===== src/rtl/clk_period_meter.sv =====
// Measures period and high time of a slow signal in clk cycles.
// Stall detection flags a signal that stopped toggling.
module clk_period_meter #(
  parameter int CNT_W   = 26,
  parameter int TIMEOUT = 50000000
) (
  input  logic             clk,
  input  logic             rst,
  input  logic             en,
  input  logic             sig_in,
  output logic [CNT_W-1:0] period,
  output logic [CNT_W-1:0] high_time,
  output logic             valid,
  output logic             timeout
);

  typedef enum logic [1:0] {
    ARM   = 2'd0,
    MEAS  = 2'd1,
    STALL = 2'd2
  } state_t;

  localparam logic [CNT_W-1:0] LAST = CNT_W'(TIMEOUT - 1);
  localparam logic [CNT_W-1:0] ONE  = CNT_W'(1);

  state_t           state, state_n;
  logic             s1, s2, s3;
  logic             rise, fall;
  logic [CNT_W-1:0] cnt, cnt_n;
  logic [CNT_W-1:0] hcap, hcap_n;
  logic [CNT_W-1:0] period_n, high_n;
  logic             valid_n, timeout_n;

  always_ff @(posedge clk or posedge rst) begin
    if (rst) begin
      s1 <= 1'b0;
      s2 <= 1'b0;
      s3 <= 1'b0;
    end else begin
      s1 <= sig_in;
      s2 <= s1;
      s3 <= s2;
    end
  end

  assign rise = s2 & ~s3;
  assign fall = ~s2 & s3;

  always_comb begin
    state_n   = state;
    cnt_n     = cnt;
    hcap_n    = hcap;
    period_n  = period;
    high_n    = high_time;
    valid_n   = 1'b0;
    timeout_n = timeout;
    if (!en) begin
      state_n = ARM;
      cnt_n   = '0;
    end else begin
      unique case (state)
        ARM, STALL: begin
          // First edge only sets the reference; no partial period escapes
          if (rise) begin
            state_n   = MEAS;
            cnt_n     = '0;
            hcap_n    = '0;
            timeout_n = 1'b0;
          end
        end
        MEAS: begin
          if (rise) begin
            period_n = cnt + ONE;
            high_n   = hcap;
            valid_n  = 1'b1;
            cnt_n    = '0;
            hcap_n   = '0;
          end else begin
            if (fall) hcap_n = cnt + ONE;
            if (cnt == LAST) begin
              state_n   = STALL;
              timeout_n = 1'b1;
            end else begin
              cnt_n = cnt + ONE;
            end
          end
        end
        default: begin
          state_n = ARM;
          cnt_n   = '0;
        end
      endcase
    end
  end

  always_ff @(posedge clk or posedge rst) begin
    if (rst) begin
      state     <= ARM;
      cnt       <= '0;
      hcap      <= '0;
      period    <= '0;
      high_time <= '0;
      valid     <= 1'b0;
      timeout   <= 1'b0;
    end else begin
      state     <= state_n;
      cnt       <= cnt_n;
      hcap      <= hcap_n;
      period    <= period_n;
      high_time <= high_n;
      valid     <= valid_n;
      timeout   <= timeout_n;
    end
  end

endmodule


===== config.mk =====
export PLATFORM = sky130hd
export DESIGN_NAME = clk_period_meter
export DESIGN_NICKNAME = d
export VERILOG_FILES = /design/src/rtl/clk_period_meter.sv
export SDC_FILE = /design/constraint.sdc
export NUM_CORES = 1
export LEC_CHECK = 0
export ABC_AREA = 1
export BUFFER_PORTS_ARGS = -buffer_cell sky130_fd_sc_hd__buf_2
export CAP_MARGIN = 30
export CORE_ASPECT_RATIO = 0.6
export CORE_MARGIN = 2
export CORE_UTILIZATION = 55
export CTS_BUF_LIST = sky130_fd_sc_hd__clkbuf_4
export DETAILED_ROUTE_END_ITERATION = 10
export PLACE_DENSITY_LB_ADDON = 0.12
export SLEW_MARGIN = 20
export SYNTH_ARGS = -nofsm -noshare
export SYNTH_HDL_FRONTEND = slang
export SYNTH_SLANG_ARGS = --single-unit
export TNS_END_PERCENT = 1

===== constraint.sdc =====
create_clock -name clk -period 3.3 [get_ports clk]
set_input_delay 0.165 -clock clk [delete_from_list [all_inputs] [get_ports clk]]
set_output_delay 0.165 -clock clk [all_outputs]
set_load 0.01 [all_outputs]

# Word level (Yosys, flattened, before mapping)
# Cells that the tools add are included.
# totals
ff_bits	111
out_inout_bits	54
# classes
n_addsub	1
n_eq_ne	11
n_mux	20
bitwise	4
n_reduce_logical	8
# op_table
operator	count
$mux W26	6
$pmux W26 S2	2
$add A26 B1 Y26 const B	1
$eq A26 B26 Y1 const B	1
$ne A3 B3 Y1 const B	4
$mux W2	4
$mux W1	6
$ne A2 B2 Y1 const B	3
$reduce_and A3 Y1	2
$reduce_and A5 Y1	1
$ne A4 B4 Y1 const B	1
$pmux W2 S2	1
$reduce_and A4 Y1	1
$and A1 B1 Y1	2
$eq A2 B1 Y1 const B	1
$eq A2 B2 Y1 const B	1
$logic_not A2 Y1	1
$not A1 Y1	2
$pmux W1 S2	1
$reduce_and A2 Y1	1
$reduce_bool A2 Y1	1
$reduce_or A2 Y1	1

# Depth between registers and ports, before layout
# Gate-level depths: netlist of run 1.
# depth
word_depth	5
mapped_depth	12

# Least setup slack after synthesis of run 1
# OpenSTA, ideal clock, no wires.
# synth_path
path_kind	flip-flop to flip-flop
start	register s2
end	register hcap[0]
arrival_ns	1.446
path_slack_ns	1.724
stages_incl_launch_ff	9
n_path_buf	2
cell_sequence	dfrtp_1 -> ha_1 -> o21ai_0 -> inv_1 -> and2_1 -> buf_2 -> buf_2 -> nand3_1 -> o21ai_0
# synth_between
elab_chain_cells	4
elab_cells_between_ends	8
# synth_rtl
item	line	source
start: declaration	27	logic s1, s2, s3;
start signal: assignment	37	s2 <= 1'b0;
start signal: assignment	41	s2 <= s1;
$not A1 Y1	47	assign fall = ~s2 & s3;
$and A1 B1 Y1	47	
$ne A3 B3 Y1 (no line)	n/a	
$reduce_and A4 Y1 (no line)	n/a	
end signal: assignment	108	hcap <= hcap_n;
end: declaration	30	logic [CNT_W-1:0] hcap, hcap_n;
# Parallel ways exist; a longest one is shown, timed or not.
# A chain may end at the register's enable or synchronous reset.

# Worst setup path after layout of run 1
# layout_path
start	register cnt[0]
end	register cnt[15]
# layout_between
elab_chain_cells	5
elab_cells_between_ends	8
# layout_rtl
item	line	source
start: declaration	29	logic [CNT_W-1:0] cnt, cnt_n;
start signal: assignment	107	cnt <= cnt_n;
$add A26 B1 Y26	84	cnt_n = cnt + ONE;
$mux W26	80	if (cnt == LAST) begin
$mux W26	72	if (rise) begin
$pmux W26 S2	61	unique case (state)
$mux W26	57	if (!en) begin
# Parallel ways exist; a longest one is shown, timed or not. The select of a mux whose other input is x is not followed.

==> flow_metrics.py, run 1 <==
metrics = {
    "placement": {
        "gp_congestion": 0.895,
        "dp_hpwl_um": 7320,
        "port_buffers": 57,
        "dp_cells": 766,
    },
    "power": {
        "worst_ir_drop_vdd_uv": 237,
        "power_leakage_nw": 2.72,
        "switching_share_pct": 27.9,
        "p_clk_share_pct": 26.7,
        "intPower_w": 0.00181,
        "p_per_area_mw_per_mm2": 450,
        "p_sw_w": 0.000702,
        "p_seq_share_pct": 59.7,
        "p_comb_share_pct": 13.6,
    },
    "run": {
        "maxCapViolCount": 0,
    },
    "global_route": {
        "met3_usage_pct": 4.98,
        "grt_pass1_wl_um": 18000,
        "met2_usage_pct": 34.1,
        "grt_overflow": 0,
        "grt_pass1_vias": 3685,
        "grt_max_degree": 69,
        "gr-usage-met1_pct": 34.6,
        "grt_antenna_before_repair": 0,
        "track_usage_pct": 22.9,
        "busiest_layer": "met1",
    },
    "timing": {
        "rsz0062_at_grt": "no",
        "slew_headroom_pct": 58.0,
        "skew_ps": 17.1,
        "hold_viol": 0,
        "worst_pin_slew_ps": 630,
        "fmax_mhz": 502,
        "setup_violations": 0,
        "finalMaxSlewViolations": 0,
        "fin_crit_sh_pct": 60.4,
        "fin_crit_ps": 1990,
        "tns_ps": 0,
    },
    "detailed_routing": {
        "vias_per_cell": 5.17,
        "drc": 0,
        "vias": 4057,
        "wl_per_cell_um": 13.5,
        "postRouteAntennaNets": 0,
        "drt-total-wl_um": 10600,
        "dr.first_iter.drc_count": 372,
        "dr.pass1.iters": 5,
    },
    "setup_path": {
        "crit_arrival_ps": 2330,
        "crit_top_cell": "nand2_1",
        "crit_chain": "ha_1, nand3_2, nor2_1, nand2_1, o21ai_2, nand3_1, nand2_1, o21ai_1",
        "cpPeakStageDelay_ps": 450,
        "required_ps": 3640,
        "timing.critical_path.from": "cnt[0]",
        "rr_startpoint": "cnt[0]",
        "worst-setup-path-type": "reg2reg",
        "path_max_fanout": 13,
        "end_kind": "register",
        "critPathLaunchType": "register",
        "r2r_slack_ps": 1310,
        "slowest_stage": "dfrtp_1",
    },
    "cells_and_area": {
        "antennaDiodeCount": 0,
        "layout.nets": 670,
        "drive_gt1_share_pct": 14.3,
        "final_common_cell": "nand2_1",
        "final_cells": 785,
        "layout_common_cells": "nand2_1 (209), dfrtp_1 (111), buf_2 (57), nor2_1 (54), o21ai_0 (53)",
        "fin_util_pct": 61.7,
        "syn2layout_area_growth_pct": 10.2,
    },
    "synth": {
        "synth-compound-area-share_pct": 8.69,
        "synth_xor_area_share_pct": 2.74,
        "synth_top_cell_by_area": "dfrtp_1",
        "synth_seq_area_share_pct": 54.8,
        "synth.area.mux_share_pct": 0,
        "yosysWarnings": 0,
        "synthAdderAreaFrac_pct": 0.494,
        "syn_inst": 614,
        "syn_area_mm2": 0.00507,
        "synth_cell_types": 30,
        "synth-simple-area-share_pct": 26.7,
        "netlist.area_leader.share_pct": 54.8,
        "synth_top_family_by_area": "simple AND/OR/NAND/NOR gates",
        "syn_area_per_cell_um2": 8.26,
        "synthTopCellsByArea": "dfrtp_1 (55%), nand2_1 (16%), o21ai_0 (5.2%)",
        "synth_seq_cells": 111,
        "syn-num-nets": 620,
    },
    "cts": {
        "clockBufferDepth": 2,
        "ctsResizeCount": 0,
        "post_cts_buffers": 0,
        "clock_latency_ps": 460,
        "cts.sink_count": 111,
        "root_buffer": "clkbuf_4",
        "clk_pin_slew_ps": 160,
        "ctsHoldBuffers": 2,
        "cts_tree": "built",
        "cts_buffers": 9,
        "htreeDepth": 3,
    },
    "floorplanning": {
        "io_pins": 58,
        "die_area_mm2": 0.0100,
        "initial_core_util_pct": 56.0,
        "die_w_um": 128,
        "rows": 27,
        "die_h_um": 78.4,
        "core_region_area_mm2": 0.00905,
    },
    "outcome": {
        "status": "finished, final reports clean",
    },
    "hold_path": {
        "hold_class": "in2reg",
        "worstHoldStart": "en",
    },
}
==> registers in the layout, summed over array words and instances (netlist names) <==
register	count
s3	1
timeout	1
valid	1
hcap	26
s1	1
high_time	26
s2	1
cnt	26
state	2
period	26
==> cell usage after synthesis <==
cell type  number
a21oi_1         2
a31oi_1         9
and2_1          1
buf_1           1
buf_2          16
buf_4           1
buf_6           1
buf_8           1
clkbuf_1        6
dfrtp_1       111
ha_1            2
inv_1          51
inv_2           1
nand2_1       210
nand2_2         3
nand3_1        38
nand3_2         1
nand3b_1        5
nand4_1         4
nor2_1         55
nor2_2          3
nor2_4          4
nor3_1          1
o211ai_1        1
o21ai_0        53
o21ai_1        15
o21ai_2         3
xnor2_1         1
xor2_1         13
xor2_2          1
==> kinds of logic (layout without fill, tap and decap cells) <==
logic type                 count (synthesis)  in the layout
adders and majority gates                  2              2
AOI/OAI and AO/OA                         83             83
and+or+nand+nor                          325            325
xor gates and xnor gates                  15             15
buffers and inverters                     78            133
DFF                                      111            111
==> layout make-up <==
class / count / area (um^2)
fillers: 827 / 3470
flip-flops and latches: 111 / 2780
multi-input cells: 425 / 1960
repair buffers: 65 / 370
inverters: 52 / 198
well taps: 116 / 145
clock buffers: 10 / 75.1
clock inverters: 6 / 61.3
==> power by group through the flow <==
stage / clock network, W / logic, W / registers [W]
after floorplan: 0 / 0.000174 / 0.00157
after global placement: 0 / 0.000339 / 0.00152
after detailed placement: 0 / 0.000342 / 0.00153
after CTS: 0.000690 / 0.000344 / 0.00150
after global routing: 0.000738 / 0.000387 / 0.00151
final: 0.000671 / 0.000341 / 0.00150
==> layer usage <==
layer | up-vias | routed length [um]
met5 | - | 0
met4 | 0 | 121
met1 | 1927 | 5610
li1 | 2042 | -
met3 | 12 | 415
met2 | 76 | 4450
==> stage by stage <==
stage               total power (W)  setup slack [ps]  cell area [um^2]  hold slack, ps
CTS                         0.00254              1050              5570             148
finish                      0.00251              1310              5590             177
floorplan                   0.00174               204              5070             196
global route                0.00264              1070              5590             150
detailed placement          0.00187              1030              5420             275
global placement            0.00186              1150              5420             274
==> worst paths after layout <==
| kind | end | cells past startpoint |
|---|---|---|
| setup / recovery | cnt[15] | 8 |
| hold / removal | cnt[4] | 3 |
| setup reg to reg | cnt[15] | 8 |
| hold reg to reg | s2 | 0 |
| max in group asynchronous | period[0] | 4 |
| min in group asynchronous | high_time[21] | 3 |
==> critical path: cells and delay by family, from the launching register on <==
kind	cells	cell delay, ps
AO/OA/AOI/OAI	2	230
adder cells (fa/ha/maj)	1	240
AND/OR/NAND/NOR	5	970
flip-flops	1	450
(Power assumes the default switching activity.)
==> inputs of run 2 (changes only) <==
--- a/config.mk
+++ b/config.mk
@@ -10,7 +10,7 @@
 export CAP_MARGIN = 30
 export CORE_ASPECT_RATIO = 0.6
 export CORE_MARGIN = 2
-export CORE_UTILIZATION = 55
+export CORE_UTILIZATION = 60
 export CTS_BUF_LIST = sky130_fd_sc_hd__clkbuf_4
 export DETAILED_ROUTE_END_ITERATION = 10
 export PLACE_DENSITY_LB_ADDON = 0.12
==> constraint.sdc (replaced) <==
create_clock -name clk -period 2.08 [get_ports clk]
set_input_delay 0.104 -clock clk [delete_from_list [all_inputs] [get_ports clk]]
set_output_delay 0.104 -clock clk [all_outputs]
set_load 0.01 [all_outputs]
==> run 2 against run 1 <==
Hold slack got worse by 45 ps. Clock skew down 1.2 ps. Critical path depth decreased by 1. Total power increased by 69%. Sequential cell count unchanged. Register-to-register slack got worse by 1100 ps.
==> flow_metrics.py, run 2 (same netlist as run 1, synthesis figures left out) <==
metrics = {
    "detailed_routing": {
        "postRouteAntennaNets": 0,
        "dr.pass1.iters": 5,
        "wl_per_cell_um": 14.8,
        "dr.first_iter.drc_count": 398,
        "drc": 0,
        "vias": 4175,
        "drt-total-wl_um": 11600,
        "vias_per_cell": 5.33,
    },
    "floorplanning": {
        "die_h_um": 75.2,
        "initial_core_util_pct": 63.1,
        "io_pins": 58,
        "rows": 25,
        "die_area_mm2": 0.00922,
        "die_w_um": 123,
        "core_region_area_mm2": 0.00804,
    },
    "cells_and_area": {
        "layout.nets": 678,
        "final_common_cell": "nand2_1",
        "layout_common_cells": "nand2_1 (209), dfrtp_1 (110), buf_2 (57), nor2_1 (54), o21ai_0 (53)",
        "drive_gt1_share_pct": 15.5,
        "antennaDiodeCount": 0,
        "syn2layout_area_growth_pct": 12.9,
    },
    "cts": {
        "cts.sink_count": 111,
        "htreeDepth": 3,
        "clockBufferDepth": 2,
        "cts_buffers": 9,
        "cts_tree": "built",
        "root_buffer": "clkbuf_4",
        "clock_latency_ps": 470,
        "post_cts_buffers": 0,
        "clk_pin_slew_ps": 160,
    },
    "hold_path": {
        "hold_class": "in2reg",
        "worstHoldStart": "en",
    },
    "setup_path": {
        "path_max_fanout": 30,
        "timing.critical_path.from": "s2",
        "crit_arrival_ps": 2240,
        "end_kind": "register",
        "critPathLaunchType": "register",
        "required_ps": 2470,
        "worst-setup-path-type": "reg2reg",
        "rr_startpoint": "s2",
    },
    "timing": {
        "whs_ps": 132,
        "rsz0062_at_grt": "no",
        "fmax_mhz": 540,
        "slew_headroom_pct": 65.1,
        "worst_pin_slew_ps": 522,
        "fin_crit_sh_pct": 89.0,
        "setup_violations": 0,
        "hold_viol": 0,
        "skew_ps": 15.9,
        "finalMaxSlewViolations": 0,
        "fin_crit_ps": 1850,
        "tns_ps": 0,
    },
    "placement": {
        "gp_congestion": 0.887,
        "port_buffers": 57,
        "dp_hpwl_um": 8320,
    },
    "global_route": {
        "grt_pass1_wl_um": 19700,
        "grt_antenna_before_repair": 0,
        "grt_pass1_vias": 4033,
        "track_usage_pct": 28.0,
        "grt_overflow": 0,
        "grt_max_degree": 51,
    },
    "power": {
        "worst_ir_drop_vdd_uv": 484,
        "power_leakage_nw": 2.79,
        "p_per_area_mw_per_mm2": 744,
    },
    "run": {
        "maxCapViolCount": 0,
    },
    "outcome": {
        "status": "finished, final reports clean",
    },
}
==> run 2: stage by stage <==
| step | worst slack, ps | instances | util, % | power, W | area, um^2 |
|---|---|---|---|---|---|
| after floorplan | 504 | 614 | - | 0.00276 | 5070 |
| after global placement | 376 | 767 | 68.7 | 0.00300 | 5530 |
| after detailed placement | 254 | 767 | 68.7 | 0.00302 | 5530 |
| after CTS | 200 | 784 | 71.2 | 0.00429 | 5720 |
| after global routing | 46.1 | 784 | 71.2 | 0.00447 | 5720 |
| final | 230 | 784 | 71.2 | 0.00426 | 5720 |
==> run 2: report_power, final <==
group          internal (W)  leakage, nW  switching, W  total (W)
registers           0.00230         1.51     0.0000805    0.00239
logic              0.000219         1.19      0.000370   0.000589
clock network      0.000601       0.0896      0.000683    0.00128
total               0.00312         2.79       0.00113    0.00426
==> run 2: path summary, 6_finish.rpt <==
check | endpoint | slack, ps | depth (start not counted)
worst max-delay path | hcap[25] | 230 | 7
worst min-delay path | cnt[15] | 130 | 5
worst max register to register | hcap[25] | 230 | 7
worst min register to register | s2 | 370 | 0
max in group asynchronous | s3 | 1250 | 4
min in group asynchronous | high_time[20] | 200 | 3
==> run 2: routing by layer <==
layer  wire length [um]  part of all wire (%)  global-route usage, %
met2               5320                    46                   44.5
met3                571                   4.9                   5.76
met4                123                   1.1                   7.41
met5                  0                     0                      0
met1               5610                    48                   39.8
==> run 2: area by class of cell <==
class / count / area [um^2]
clock inverter: 6 / 110
tap: 108 / 135
clock buffer: 9 / 67.6
inverter: 52 / 199
timing repair buffer: 73 / 473
fill: 680 / 2310
sequential: 111 / 2780
multi-input combinational: 425 / 1960
==> run 2: what timing repair did <==
item                       4_1_cts  5_1_grt
hold endpoints to repair        19        0
setup endpoints to repair        0        1
hold buffers                     2        0
gates resized for setup          0        1
==> run 2: critical path, cell delays in order (launching register included) <==
cell and delay [ps]:
dfrtp_1 410, ha_1 280, o21ai_0 290, inv_1 60, and2_1 160, buf_4 240
buf_4 170, o21ai_0 160
==> inputs of run 3 (changes only) <==
--- a/config.mk
+++ b/config.mk
@@ -5,16 +5,15 @@
 export SDC_FILE = /design/constraint.sdc
 export NUM_CORES = 1
 export LEC_CHECK = 0
-export ABC_AREA = 1
 export BUFFER_PORTS_ARGS = -buffer_cell sky130_fd_sc_hd__buf_2
 export CAP_MARGIN = 30
 export CORE_ASPECT_RATIO = 0.6
 export CORE_MARGIN = 2
-export CORE_UTILIZATION = 60
+export CORE_UTILIZATION = 61
 export CTS_BUF_LIST = sky130_fd_sc_hd__clkbuf_4
 export DETAILED_ROUTE_END_ITERATION = 10
 export PLACE_DENSITY_LB_ADDON = 0.12
-export SLEW_MARGIN = 20
+export SLEW_MARGIN = 10
 export SYNTH_ARGS = -nofsm -noshare
 export SYNTH_HDL_FRONTEND = slang
 export SYNTH_SLANG_ARGS = --single-unit
==> run 3 against run 2 <==
Sequential share of layout area down 5.2 points. Largest power group unchanged. Highest routed layer unchanged. Synthesized cell count shrank 1.8%. Largest cell class unchanged. Global-route usage increased by 4.8 points. Fmax shrank 12%. The run now ends with negative setup slack left. Die area up 4.0%. First-iteration DRC count grew 84%.
==> flow_metrics.py, run 3 <==
metrics = {
    "synth": {
        "synth_xor_area_share_pct": 2.12,
        "synth-main-ff-cell": "dfrtp_1",
        "netlist.area_leader.share_pct": 51.7,
        "synthAdderAreaFrac_pct": 0.466,
        "synth_seq_cells": 111,
        "synth_top_cell_by_area": "dfrtp_1",
        "yosysWarnings": 0,
        "synth.most_common_cell": "nand2_1",
        "synth_edf_count": 0,
        "synth_common_cells": "nand2_1 (158), dfrtp_1 (111), clkbuf_1 (46), o21ai_0 (40), nand3_1 (28)",
        "synth.area.mux_share_pct": 0,
        "synthTopCellsByArea": "dfrtp_1 (52%), nand2_1 (11%), o21ai_0 (3.7%)",
        "syn_area_mm2": 0.00537,
        "async_reset_ff_share_pct": 100,
        "syn_area_per_cell_um2": 8.90,
        "syn-num-nets": 609,
        "synth_top_family_by_area": "simple AND/OR/NAND/NOR gates",
        "synth_seq_area_share_pct": 51.7,
        "syn_inst": 603,
        "synth-compound-area-share_pct": 14.1,
        "synth_cell_types": 46,
        "synth-simple-area-share_pct": 27.0,
    },
    "floorplanning": {
        "die_w_um": 125,
        "core_region_area_mm2": 0.00852,
        "die_area_mm2": 0.00959,
        "rows": 26,
        "io_pins": 58,
        "initial_core_util_pct": 63.0,
        "die_h_um": 76.7,
    },
    "cells_and_area": {
        "fin_util_pct": 75.2,
        "drive_gt1_share_pct": 23.4,
        "final_common_cell": "nand2_1",
        "syn2layout_area_growth_pct": 19.4,
        "antennaDiodeCount": 0,
        "design_area_mm2": 0.00641,
        "layout_common_cells": "nand2_1 (158), dfrtp_1 (107), buf_4 (58), buf_2 (57), o21ai_0 (40)",
        "layout.nets": 690,
    },
    "setup_path": {
        "end_kind": "register",
        "r2r_slack_ps": -20,
        "timing.critical_path.from": "cnt[1]",
        "cp-endpoint": "cnt[14]",
        "rr_startpoint": "cnt[1]",
        "r2r_cells": 7,
        "critPathLaunchType": "register",
        "required_ps": 2530,
        "crit_cells": 7,
        "timing.rr.end": "cnt[14]",
        "crit_buf_inv": 2,
        "path_max_fanout": 7,
        "worst-setup-path-type": "reg2reg",
        "crit_arrival_ps": 2550,
        "cpPeakStageDelay_ps": 480,
        "critPathTopFamily": "simple AND/OR/NAND/NOR gates",
        "slowest_stage": "dfrtp_2",
        "crit_chain": "ha_4, and3_4, nand4_1, buf_4, clkbuf_16, or4_1, nand3_1",
    },
    "timing": {
        "setup_violations": 3,
        "finalMaxSlewViolations": 0,
        "skew_ps": 20.8,
        "fin_crit_sh_pct": 101,
        "worst_pin_slew_ps": 641,
        "fin_crit_ps": 2100,
        "slew_headroom_pct": 57.2,
        "final.setup.worst_slack_ps": -18.4,
        "fmax_mhz": 477,
        "hold_viol": 0,
        "rsz0062_at_grt": "yes",
        "whs_ps": 235,
    },
    "global_route": {
        "grt_antenna_before_repair": 0,
        "grt_overflow": 0,
        "track_usage_pct": 32.8,
        "grt_pass1_vias": 4772,
        "grt_max_degree": 112,
        "grt_pass1_wl_um": 24600,
    },
    "detailed_routing": {
        "dr.pass1.iters": 5,
        "vias": 5084,
        "drc": 0,
        "postRouteAntennaNets": 0,
        "vias_per_cell": 6.35,
        "drt-total-wl_um": 15200,
        "wl_per_cell_um": 19.0,
        "dr.first_iter.drc_count": 734,
    },
    "cts": {
        "htreeDepth": 3,
        "clockBufferDepth": 2,
        "cts.sink_count": 111,
        "clock_latency_ps": 510,
        "clk_pin_slew_ps": 180,
        "cts_buffers": 9,
        "root_buffer": "clkbuf_4",
        "cts_tree": "built",
    },
    "run": {
        "maxCapViolCount": 0,
    },
    "placement": {
        "dpl-instance-area_mm2": 0.00607,
        "dp_hpwl_um": 10200,
        "port_buffers": 57,
        "gp_congestion": 0.953,
    },
    "outcome": {
        "status": "complete, but fails checks",
        "failed_checks": "negative setup slack",
    },
    "hold_path": {
        "hold_class": "in2reg",
    },
    "power": {
        "worst_ir_drop_vdd_uv": 414,
        "p_per_area_mw_per_mm2": 600,
        "power_leakage_nw": 3.05,
    },
}
==> run 3: cell types whose count changed in the layout (fill, tap and decap cells not counted), sizes merged, moves of 17 or more <==
cell / delta
o21ai: -31
nor2: -36
inv: -38
buf: +48
or4: +17
nand2: -55
==> run 3: worst min-delay path by stage <==
stage	from	to	slack [ps]	cells past startpoint
CTS	sig_in	s1	220	2
global placement	sig_in	s1	210	1
finish	sig_in	s1	230	2
global route	sig_in	s1	210	2
floorplan	sig_in	s1	140	0
detailed placement	sig_in	s1	210	1
==> run 3: layout make-up <==
class / instances / area (um^2)
Tap cell: 112 / 140
Multi-Input combinational cell: 429 / 2420
Timing Repair Buffer: 124 / 881
Clock inverter: 7 / 85.1
Sequential cell: 111 / 2780
Fill cell: 636 / 2110
Clock buffer: 9 / 67.6
Inverter: 9 / 37.5
==> run 3: where the power goes <==
group          leakage (nW)  internal (W)  switching, W
Clock                0.0843      0.000397      0.000775
Combinational          1.45      0.000144      0.000249
Sequential             1.52       0.00224     0.0000451
Total                  3.05       0.00278       0.00107
==> run 3: through the flow <==
step / TNS, ps / instances / power [W] / worst slack, ps
2_1_floorplan: 0 / 603 / 0.00252 / 70.1
3_3_place_gp: -184 / 774 / 0.00268 / -40.4
3_5_place_dp: -679 / 774 / 0.00269 / -141
4_1_cts: -3.36 / 794 / 0.00385 / -3.36
5_1_grt: -767 / 801 / 0.00399 / -95.1
6_report: -43.1 / 801 / 0.00385 / -18.4
==> run 3: metal layers <==
layer,global-route usage [%],up-vias,share of wire [%]
met5,0,-,0
met3,13.1,31,13
met1,47.7,2442,44
met4,10.9,0,1.8
li1,-,2313,-
met2,44.7,298,41
==> run 3: cells by family (layout without fill, tap and decap cells) <==
| logic type | count (synthesis) | in the layout |
|---|---|---|
| XOR/XNOR | 13 | 13 |
| flip-flops | 111 | 111 |
| buffers and inverters | 64 | 149 |
| adder cells (fa/ha/maj) | 2 | 2 |
| AND/OR/NAND/NOR | 298 | 298 |
| AO/OA/AOI/OAI | 115 | 116 |
==> run 3: timing repair <==
| item | 4_1_cts | 5_1_grt |
|---|---|---|
| buffers inserted | 0 | 5 |
| gates cloned | 1 | 2 |
| pin swaps | 1 | 1 |
| hold buffers | 3 | 0 |
| gates resized for setup | 8 | 11 |
| endpoints found under the hold margin | 113 | 0 |
| setup endpoints to repair | 13 | 20 |
